--- src/rtl/mips_multicycle_ctrl_v2.sv ---
// mips_multicycle_ctrl_v2
// Control FSM for a multicycle MIPS datapath with load/store, ADDI, a
// memory-ready handshake and an illegal-opcode flag.
//
// Ports:
//   CLK            rising-edge clock
//   Reset          asynchronous, active-high; forces Fetch and zeroes all outputs
//   Opcode         IR opcode field (read in Decode and Mem1)
//   MemReady       memory access completes this cycle
//   ALUOp, ALUSrcA, ALUSrcB, MemtoReg, RegDst, RegWrite, MemRead, MemWrite,
//   IorD, IRWrite, PCWrite, PCWriteCond, PCSource
//                  datapath controls, combinational from the state
//   IllegalOp      one-cycle flag for an unrecognised opcode or unused state
//   current_state  state register
//   next_state     combinational next state
module mips_multicycle_ctrl_v2 #(
    parameter int unsigned OPCODE_W      = 6,
    parameter int unsigned STATE_W       = 4,
    parameter int unsigned OP_RTYPE      = 0,
    parameter int unsigned OP_J          = 2,
    parameter int unsigned OP_BEQ        = 4,
    parameter int unsigned OP_ADDI       = 8,
    parameter int unsigned OP_LW         = 35,
    parameter int unsigned OP_SW         = 43,
    parameter int unsigned MEM_HANDSHAKE = 1
) (
    input  logic                CLK,
    input  logic                Reset,
    input  logic [OPCODE_W-1:0] Opcode,
    input  logic                MemReady,
    output logic [1:0]          ALUOp,
    output logic                ALUSrcA,
    output logic [1:0]          ALUSrcB,
    output logic                MemtoReg,
    output logic                RegDst,
    output logic                RegWrite,
    output logic                MemRead,
    output logic                MemWrite,
    output logic                IorD,
    output logic                IRWrite,
    output logic                PCWrite,
    output logic                PCWriteCond,
    output logic [1:0]          PCSource,
    output logic                IllegalOp,
    output logic [STATE_W-1:0]  current_state,
    output logic [STATE_W-1:0]  next_state
);

    typedef enum logic [STATE_W-1:0] {
        ST_FETCH      = STATE_W'(0),
        ST_DECODE     = STATE_W'(1),
        ST_MEM1       = STATE_W'(2),
        ST_LW1        = STATE_W'(3),
        ST_LW2        = STATE_W'(4),
        ST_SW1        = STATE_W'(5),
        ST_REXEC      = STATE_W'(6),
        ST_RWRITE     = STATE_W'(7),
        ST_BRANCH     = STATE_W'(8),
        ST_JUMP       = STATE_W'(9),
        ST_ADDI_EXEC  = STATE_W'(10),
        ST_ADDI_WRITE = STATE_W'(11)
    } state_e;

    localparam logic [OPCODE_W-1:0] OPC_RTYPE = OPCODE_W'(OP_RTYPE);
    localparam logic [OPCODE_W-1:0] OPC_J     = OPCODE_W'(OP_J);
    localparam logic [OPCODE_W-1:0] OPC_BEQ   = OPCODE_W'(OP_BEQ);
    localparam logic [OPCODE_W-1:0] OPC_ADDI  = OPCODE_W'(OP_ADDI);
    localparam logic [OPCODE_W-1:0] OPC_LW    = OPCODE_W'(OP_LW);
    localparam logic [OPCODE_W-1:0] OPC_SW    = OPCODE_W'(OP_SW);

    state_e state_q;
    state_e state_d;
    logic   mem_rdy;

    // With the handshake disabled memory is treated as single-cycle.
    assign mem_rdy = (MEM_HANDSHAKE != 0) ? MemReady : 1'b1;

    // State register.
    always_ff @(posedge CLK or posedge Reset) begin
        if (Reset) begin
            state_q <= ST_FETCH;
        end else begin
            state_q <= state_d;
        end
    end

    // Next-state and control decode; Reset overrides combinationally so that
    // writes drop in the same cycle reset is asserted.
    always_comb begin
        state_d     = ST_FETCH;
        ALUOp       = 2'd0;
        ALUSrcA     = 1'b0;
        ALUSrcB     = 2'd0;
        MemtoReg    = 1'b0;
        RegDst      = 1'b0;
        RegWrite    = 1'b0;
        MemRead     = 1'b0;
        MemWrite    = 1'b0;
        IorD        = 1'b0;
        IRWrite     = 1'b0;
        PCWrite     = 1'b0;
        PCWriteCond = 1'b0;
        PCSource    = 2'd0;
        IllegalOp   = 1'b0;

        case (state_q)
            ST_FETCH: begin
                MemRead = 1'b1;
                ALUSrcB = 2'd1;
                if (mem_rdy) begin
                    IRWrite = 1'b1;
                    PCWrite = 1'b1;
                    state_d = ST_DECODE;
                end else begin
                    state_d = ST_FETCH;
                end
            end
            ST_DECODE: begin
                ALUSrcB = 2'd3;
                if (Opcode == OPC_RTYPE) begin
                    state_d = ST_REXEC;
                end else if (Opcode == OPC_J) begin
                    state_d = ST_JUMP;
                end else if (Opcode == OPC_BEQ) begin
                    state_d = ST_BRANCH;
                end else if (Opcode == OPC_ADDI) begin
                    state_d = ST_ADDI_EXEC;
                end else if ((Opcode == OPC_LW) || (Opcode == OPC_SW)) begin
                    state_d = ST_MEM1;
                end else begin
                    IllegalOp = 1'b1;
                    state_d   = ST_FETCH;
                end
            end
            ST_MEM1: begin
                ALUSrcA = 1'b1;
                ALUSrcB = 2'd2;
                state_d = (Opcode == OPC_LW) ? ST_LW1 : ST_SW1;
            end
            ST_LW1: begin
                MemRead = 1'b1;
                IorD    = 1'b1;
                state_d = mem_rdy ? ST_LW2 : ST_LW1;
            end
            ST_LW2: begin
                MemtoReg = 1'b1;
                RegWrite = 1'b1;
                state_d  = ST_FETCH;
            end
            ST_SW1: begin
                MemWrite = 1'b1;
                IorD     = 1'b1;
                state_d  = mem_rdy ? ST_FETCH : ST_SW1;
            end
            ST_REXEC: begin
                ALUSrcA = 1'b1;
                ALUOp   = 2'd2;
                state_d = ST_RWRITE;
            end
            ST_RWRITE: begin
                RegDst   = 1'b1;
                RegWrite = 1'b1;
                state_d  = ST_FETCH;
            end
            ST_BRANCH: begin
                ALUSrcA     = 1'b1;
                ALUOp       = 2'd1;
                PCWriteCond = 1'b1;
                PCSource    = 2'd1;
                state_d     = ST_FETCH;
            end
            ST_JUMP: begin
                PCWrite  = 1'b1;
                PCSource = 2'd2;
                state_d  = ST_FETCH;
            end
            ST_ADDI_EXEC: begin
                ALUSrcA = 1'b1;
                ALUSrcB = 2'd2;
                state_d = ST_ADDI_WRITE;
            end
            ST_ADDI_WRITE: begin
                RegWrite = 1'b1;
                state_d  = ST_FETCH;
            end
            default: begin
                // Unused encoding: flag it and recover through Fetch.
                IllegalOp = 1'b1;
                state_d   = ST_FETCH;
            end
        endcase

        if (Reset) begin
            state_d     = ST_FETCH;
            ALUOp       = 2'd0;
            ALUSrcA     = 1'b0;
            ALUSrcB     = 2'd0;
            MemtoReg    = 1'b0;
            RegDst      = 1'b0;
            RegWrite    = 1'b0;
            MemRead     = 1'b0;
            MemWrite    = 1'b0;
            IorD        = 1'b0;
            IRWrite     = 1'b0;
            PCWrite     = 1'b0;
            PCWriteCond = 1'b0;
            PCSource    = 2'd0;
            IllegalOp   = 1'b0;
        end
    end

    assign current_state = state_q;
    assign next_state    = state_d;

endmodule

--- config.mk ---
export PLATFORM = sky130hd
export DESIGN_NAME = mips_multicycle_ctrl_v2
export DESIGN_NICKNAME = d
export VERILOG_FILES = /design/src/rtl/mips_multicycle_ctrl_v2.sv
export SDC_FILE = /design/constraint.sdc
export NUM_CORES = 1
export LEC_CHECK = 0
export BUFFER_PORTS_ARGS = -buffer_cell sky130_fd_sc_hd__buf_2
export CAP_MARGIN = 20
export CORE_UTILIZATION = 44
export CTS_BUF_LIST = sky130_fd_sc_hd__clkbuf_16
export DETAILED_ROUTE_END_ITERATION = 7
export GPL_ROUTABILITY_DRIVEN = 0
export PLACE_DENSITY = 0.82
export SLEW_MARGIN = 20
export SYNTH_ARGS = -nofsm -noshare
export SYNTH_HDL_FRONTEND = slang
export SYNTH_SLANG_ARGS = --single-unit
export TNS_END_PERCENT = 20
--- constraint.sdc ---
create_clock -name CLK -period 1.8 [get_ports CLK]
set_input_delay 0.18 -clock CLK [delete_from_list [all_inputs] [get_ports CLK]]
set_output_delay 0.18 -clock CLK [all_outputs]
set_load 0.01 [all_outputs]
Word-level counts from Yosys, hierarchy flattened
Index checks and enable logic that the tools add are counted.
{"block": "word_totals", "wordCells": 71, "in_bits": 9, "output_inout_bits": 25, "regBits": 4}
{"block": "op_classes", "n_reduce_logical": 9, "n_mux": 45, "n_eq_ne": 16}
{"cell": "4-bit one-hot mux with 7 select lines", "n": 1}
{"cell": "1-bit 2-to-1 mux", "n": 27}
{"cell": "4-bit 2-to-1 mux", "n": 5}
{"cell": "4-bit by 3-bit equality test with 1-bit output, second input constant", "n": 4}
{"cell": "4-bit equality test, second input constant", "n": 4}
{"cell": "6-bit equality test, second input constant", "n": 2}
{"cell": "11-bit OR reduction", "n": 1}
{"cell": "3-bit 2-to-1 mux", "n": 3}
{"cell": "4-bit by 2-bit equality test with 1-bit output, second input constant", "n": 2}
{"cell": "2-bit 2-to-1 mux", "n": 4}
{"cell": "2-bit one-hot mux with 2 select lines", "n": 2}
{"cell": "6-bit by 2-bit equality test with 1-bit output, second input constant", "n": 1}
{"cell": "6-bit by 3-bit equality test with 1-bit output, second input constant", "n": 1}
{"cell": "6-bit by 4-bit equality test with 1-bit output, second input constant", "n": 1}
{"cell": "6-bit logical NOT", "n": 1}
{"cell": "2-bit one-hot mux with 3 select lines", "n": 1}
{"cell": "2-bit OR reduction", "n": 3}
{"cell": "4-bit by 1-bit equality test with 1-bit output, second input constant", "n": 1}
{"cell": "4-bit logical NOT", "n": 1}
{"cell": "1-bit one-hot mux with 2 select lines", "n": 2}
{"cell": "4-bit OR reduction", "n": 1}
{"cell": "3-bit OR reduction", "n": 1}
{"cell": "1-bit logical OR", "n": 1}

Depth between registers and ports, before layout
Gate-level depths: netlist (run 1).
{"block": "logic_depth", "depth_word": 9, "ltp_mapped": 6, "depth_no_buf": 4}

Least setup slack after synthesis (run 1)
No wires, ideal clock.
{"block": "synth_path", "path_type": "flip-flop to output port", "from": "reg state_q[3], in the netlist current_state[3]", "to": "out next_state[2]", "path_buffers": 1, "stages_incl_launch_ff": 6, "t_required_ps": 1620, "arrival_ps": 1481, "setup_slack_ps": 139, "cell_sequence": "dfrtp_1 -> buf_6 -> nor4b_4 -> nand2_1 -> o32a_1 -> a21oi_1"}
{"block": "synth_between", "elab_chain_len": 3, "word_cells_on_any_way": 9, "cone_classes": "6 x eq/ne; 2 x mux; 1 x reduce/logical"}
{"element": "start: declaration", "line": "71", "rtl": "state_e state_q;"}
{"element": "start signal: assignment", "line": "83", "rtl": "state_q <= state_d;"}
{"element": "4-bit equality test (tied with other cells)", "line": "106", "rtl": "case (state_q)"}
{"element": "4-bit one-hot mux with 7 select lines (*)", "line": "106"}
{"element": "4-bit 2-to-1 mux (*)", "line": "193", "rtl": "if (Reset) begin"}
{"element": "end: declaration", "line": "46", "rtl": "output logic [STATE_W-1:0] next_state"}
Mark *: on every way between the ends. The rest lies on a longest branch, timed or not.

Worst setup path in the final report (run 1)
{"block": "layout_path", "from": "reg state_q[1], in the netlist current_state[1]", "to": "out next_state[1]"}
The elaborated chain is that of the path after synthesis.

==> results of run 1 <==
power by group through the flow:
stage	clock network, mW	registers (mW)	logic, mW
4_1_cts	0.351	0.0968	0.0982
5_1_grt	0.360	0.0977	0.114
3_5_place_dp	0	0.0978	0.0888
2_1_floorplan	0	0.0965	0.0539
3_3_place_gp	0	0.0975	0.0853
6_report	0.350	0.0975	0.103
stage by stage:
stage                 util  std cells  area, µm²  hold WS (ns)  power, mW
detailed placement  0.6107        137      814.5        0.1711     0.1866
finish              0.7608        147       1015        0.3653     0.5504
global route        0.7608        147       1015        0.4087     0.5718
floorplan                -         93      643.1      -0.03150     0.1504
global placement    0.6107        137      814.5        0.1525     0.1828
CTS                 0.7392        147      985.9        0.3654     0.5464
critical path, stage by stage (launching register included):
cell and delay (ns):
dfrtp_1 0.42, nor4b_4 0.31, nand2_1 0.12, or3_1 0.33, a41oi_2 0.14, buf_2 0.16
synthesized netlist by cell type:
cell type and count:
nor2b_1 2, o211ai_1 1, buf_4 2, and3b_1 1
o211a_1 1, a21oi_1 6, xor2_1 2, nor4b_4 1
dfrtp_1 4, or2_1 1, o2111ai_1 1, o21ai_0 7
or2_2 1, nor2_1 11, nand3_1 2, o21a_1 2
nor3b_1 2, nor3_1 6, and2_1 1, a31o_1 1
buf_6 1, buf_2 4, nor4b_1 3, o32a_1 1
nand2_1 9, a41oi_2 1, nor4_1 1, clkbuf_1 3
and2_0 1, inv_1 1, or3_1 2, nand4b_1 1
xnor2_1 2, nand2b_1 2, a21o_1 1, and3_1 5
layer usage:
| layer | routed length [µm] | global-route usage |
|---|---|---|
| met1 | 852 | 0.2947 |
| met2 | 1051 | 0.5242 |
| met3 | 106 | 0.05000 |
| met4 | 23 | 0.1500 |
| met5 | 0 | 0 |
worst max-delay path by stage:
stage / end / slack, ns / cells after the start
floorplan: next_state[2] / 0.14 / 5
finish: next_state[1] / -0.08 / 5
detailed placement: next_state[2] / -0.01 / 5
global placement: next_state[1] / 0.09 / 5
global route: next_state[1] / -0.17 / 5
CTS: next_state[1] / -0.09 / 5
area by class of cell:
cell class | count | area [µm²] | share of cell area
well taps | 15 | 18.77 | 0.01850
inverters | 1 | 3.754 | 0.003699
clock buffers | 3 | 75.07 | 0.07398
flip-flops and latches | 4 | 102.6 | 0.1011
repair buffers | 46 | 280.3 | 0.2762
multi-input cells | 78 | 534.3 | 0.5265
kinds of logic (layout without fill, tap and decap cells):
logic type	count (synthesis)	count (layout)	share of synthesized area
AND/OR/NAND/NOR	52	52	0.4631
AO/OA/AOI/OAI	22	22	0.2315
buffers and inverters	11	50	0.09532
XOR/XNOR	4	4	0.05448
flip-flops	4	4	0.1556
timing repair:
| item | CTS | global route |
|---|---|---|
| endpoints found under the setup margin | 5 | 13 |
| resized for setup | 14 | 8 |
| pin swaps | 5 | 3 |
| hold endpoints to repair | 4 | 0 |
| buffers inserted | 6 | 0 |
| hold buffers | 1 | 0 |
==> results.json, run 1 <==
{
  "hpwlAfterDp_um": 1391,
  "max-cap-violations": 0,
  "ys_seq_area_frac": 0.1556,
  "boundaryPins": 34,
  "hold_viol": 0,
  "crit_path_end_kind": "output port",
  "syn-num-nets": 102,
  "dieArea_mm2": 0.001618,
  "wirelength_um": 2034,
  "fin_skew_ns": 0.0008197,
  "rr_worst_depth": 6,
  "fin_crit_ns": 1.880,
  "worstMarginPinSlew_ns": 0.3165,
  "gr-total-overflow": 0,
  "grt_setup_unrepaired": "yes",
  "synth_cell_types": 36,
  "grt_pass1_wl_um": 2891,
  "die_x_um": 40.23,
  "ir_drop_v": 0.0005657,
  "power_leakage_nw": 0.4962,
  "dp_slack_ns": -0.009502,
  "n_fill_cell": 105,
  "status": "finished, violations left",
  "critPathLaunchType": "flop",
  "clock-sinks": 4,
  "drcViolationCount": 0,
  "layout_setup_ws_ns": -0.08012,
  "synth_top_area_cell": "dfrtp_1",
  "finalCritPeriodShare": 1.045,
  "cts.clk_slew.worst_paths_ns": 0.03,
  "crit_start": "current_state[1]",
  "cts_root_buf": "clkbuf_16",
  "largest_register_ffs": 4,
  "grt_pass1_vias": 664,
  "cts_made_buffers": 3,
  "netlist_area_um2": 643.1,
  "hold-path-endpoint": "current_state[1]",
  "drt_iter0_drc": 13,
  "initial_core_util": 0.4822,
  "swShare": 0.2319,
  "violations": "setup timing",
  "reg2reg_slack_ns": 0.29,
  "r2r_end": "current_state[2]",
  "p_switching_mw": 0.1276,
  "cts_tree": "done",
  "p_int_mw": 0.4228,
  "first_pass_iters": 4,
  "worstPathMaxFanout": 3,
  "clk_latency_ns": 0.23,
  "fp-row-count": 13,
  "ys_ff_latch": 4,
  "antenna_cells": 0,
  "ys_warn_count": 0,
  "hp-start": "Opcode[4]",
  "synth_area_leaders": "dfrtp_1 (16%), nor2_1 (6.4%), o21ai_0 (5.4%)",
  "cp.arrival_ns": 1.70,
  "p_comb_frac": 0.187,
  "layout_common_cells": "buf_2 (33), nor2_1 (10), nand2_1 (9), buf_4 (9)",
  "htreeDepth": 1,
  "synthCells": 93,
  "drive_gt1_frac": 0.4848,
  "seqPwrFrac": 0.177,
  "r2r-start": "current_state[1]",
  "grt_max_degree": 17,
  "clockPowerShare": 0.636,
  "criticalPathCategory": "reg -> out",
  "powerDensity_mw_per_mm2": 542.4,
  "detail_route.wl_per_cell_um": 13.84,
  "vias": 830,
  "viasPerCell": 5.646,
  "core-area_mm2": 0.001334,
  "hp-class": "in -> reg",
  "drtAntennaViolNets": 0,
  "max_slew_margin": 0.7874,
  "whs_path_depth": 4,
  "crit_required_ns": 1.62,
  "syn2layout_area_growth_pct": 57.78,
  "setup_viol": 4,
  "cts_buffer_depth": 2,
  "antenna_found_initial": 0,
  "fin_tns_setup_ns": -0.2301,
  "fmax_mhz": 531.9,
  "portBuffers": 33,
  "maxSlewViolCount": 0,
  "final_common_cell": "buf_2",
  "track_usage": 0.2815,
  "die_h_um": 40.23,
  "layout.nets": 143,
  "yosysTopAreaCellShare": 0.1556,
  "avgSynthCellArea_um2": 6.915
}
Power figures use the tool's default switching activity.
==> inputs of run 2 (changes only) <==
--- a/config.mk
+++ b/config.mk
@@ -16,4 +16,4 @@
 export SYNTH_ARGS = -nofsm -noshare
 export SYNTH_HDL_FRONTEND = slang
 export SYNTH_SLANG_ARGS = --single-unit
-export TNS_END_PERCENT = 20
+export TNS_END_PERCENT = 30
==> run 2 against run 1 <==
Clock power hardly changed. Flip-flop and latch count unchanged. Critical endpoint is now next_state[2]. Fmax is 0.42% lower. Largest cell class unchanged. First-iteration DRC count grew 77%. The flow still finishes with violations (setup timing).
==> results.json, run 2 (synthesis results as in run 1) <==
{
  "worstMarginPinSlew_ns": 0.3108,
  "layout_setup_ws_ns": -0.08799,
  "max_slew_margin": 0.7912,
  "drtAntennaViolNets": 0,
  "crit_path_end_kind": "output port",
  "htreeDepth": 1,
  "layout.nets": 146,
  "max-cap-violations": 0,
  "criticalPathCategory": "reg -> out",
  "cts_tree": "done",
  "fin_skew_ns": 0.001063,
  "initial_core_util": 0.4822,
  "worstPathMaxFanout": 3,
  "fin_tns_setup_ns": -0.2284,
  "final_common_cell": "buf_2",
  "finalCritPeriodShare": 1.049,
  "die_x_um": 40.23,
  "grt_pass1_vias": 664,
  "cts.clk_slew.worst_paths_ns": 0.03,
  "clockPowerShare": 0.626,
  "grt_use_met2": 0.5242,
  "drt_iter0_drc": 23,
  "gr-usage-met3": 0.05000,
  "p_int_mw": 0.4271,
  "setup_viol": 3,
  "finish.instance_area_mm2": 0.001095,
  "drive_gt1_frac": 0.5185,
  "crit_required_ns": 1.62,
  "status": "finished, violations left",
  "maxSlewViolCount": 0,
  "cp.arrival_ns": 1.71,
  "grt_setup_unrepaired": "yes",
  "syn2layout_area_growth_pct": 70.23,
  "cts_buffer_depth": 2,
  "antenna_found_initial": 0,
  "fmax_mhz": 529.7,
  "wirelength_um": 2230,
  "gr-total-overflow": 0,
  "grt_max_degree": 17,
  "portBuffers": 33,
  "violations": "setup timing",
  "detail_route.wl_per_cell_um": 14.87,
  "fin_crit_ns": 1.888,
  "hp-class": "in -> reg",
  "core-area_mm2": 0.001334,
  "powerDensity_mw_per_mm2": 510.4,
  "hold_viol": 0,
  "seqPwrFrac": 0.174,
  "antenna_cells": 0,
  "cts_made_buffers": 3,
  "hpwlAfterDp_um": 1391,
  "swShare": 0.2357,
  "fp-row-count": 13,
  "placedInstanceArea_um2": 814.5,
  "viasPerCell": 5.727,
  "dieArea_mm2": 0.001618,
  "power_leakage_nw": 0.5194,
  "layout_common_cells": "buf_2 (32), nor2_1 (10), nand2_1 (9), buf_4 (9)",
  "largest_register_ffs": 4,
  "clk_latency_ns": 0.23,
  "die_h_um": 40.23,
  "track_usage": 0.2815,
  "cts_root_buf": "clkbuf_16",
  "ir_drop_v": 0.0006115,
  "clock-sinks": 4,
  "drcViolationCount": 0,
  "boundaryPins": 34,
  "grt_pass1_wl_um": 2891,
  "p_comb_frac": 0.200,
  "grt_busiest_layer": "met2",
  "first_pass_iters": 4,
  "critPathLaunchType": "flop",
  "groute.layer.met1.usage": 0.2947,
  "p_switching_mw": 0.1317,
  "vias": 859
}
-- run 2: critical path, stage by stage, from the launching register on --
cell and delay (ns):
dfrtp_1 0.42, nor4b_4 0.31, nand2_1 0.12, o32a_1 0.31, a21oi_2 0.16, buf_2 0.16
-- run 2: per-layer routing --
| layer | vias to the layer above | routed length [µm] | share of wire |
|---|---|---|---|
| met5 | - | 0 | 0 |
| met1 | 394 | 905 | 0.41 |
| li1 | 418 | - | - |
| met3 | 6 | 119 | 0.053 |
| met2 | 41 | 1167 | 0.52 |
| met4 | 0 | 37 | 0.017 |
-- run 2: power groups by stage --
stage	sequential [mW]	clock, mW	combinational, mW
global placement	0.0975	0	0.0853
floorplan	0.0965	0	0.0539
finish	0.0974	0.350	0.112
CTS	0.0968	0.351	0.0982
global route	0.0978	0.360	0.122
detailed placement	0.0978	0	0.0888
-- run 2: through the flow --
stage	hold slack [ns]	worst slack [ns]	power [mW]	utilization	cells
2_1_floorplan	-0.03150	0.1390	0.1504	-	93
3_3_place_gp	0.1525	0.08603	0.1828	0.6107	137
3_5_place_dp	0.1711	-0.009502	0.1866	0.6107	137
4_1_cts	0.3654	-0.09178	0.5464	0.7392	147
5_1_grt	0.4088	-0.1819	0.5797	0.8208	150
6_report	0.3664	-0.08799	0.5588	0.8208	150
-- run 2: path summary, 6_finish.rpt --
check / endpoint / slack (ns) / startpoint / cells after the start
setup / recovery: next_state[2] / -0.09 / current_state[1] / 5
hold / removal: current_state[1] / 0.37 / Opcode[4] / 4
setup reg to reg: current_state[2] / 0.28 / current_state[1] / 5
hold reg to reg: current_state[1] / 0.81 / current_state[0] / 3
max in group asynchronous: current_state[0] / 1.02 / Reset / 3
min in group asynchronous: current_state[3] / 0.55 / Reset / 3
-- run 2: layout make-up --
type	instances	area (µm²)
timing repair buffer	49	334.1
tap	15	18.77
inverter	1	3.754
fill	96	239.0
sequential	4	102.6
clock buffer	3	75.07
multi-input combinational	78	560.5
-- run 2: what timing repair did --
| item | in CTS | in global routing |
|---|---|---|
| hold endpoints to repair | 4 | 0 |
| gates resized for setup | 14 | 16 |
| setup endpoints to repair | 5 | 13 |
| cloned | 0 | 1 |
| pin swaps | 5 | 3 |
| setup buffers | 6 | 2 |
| hold buffers | 1 | 0 |
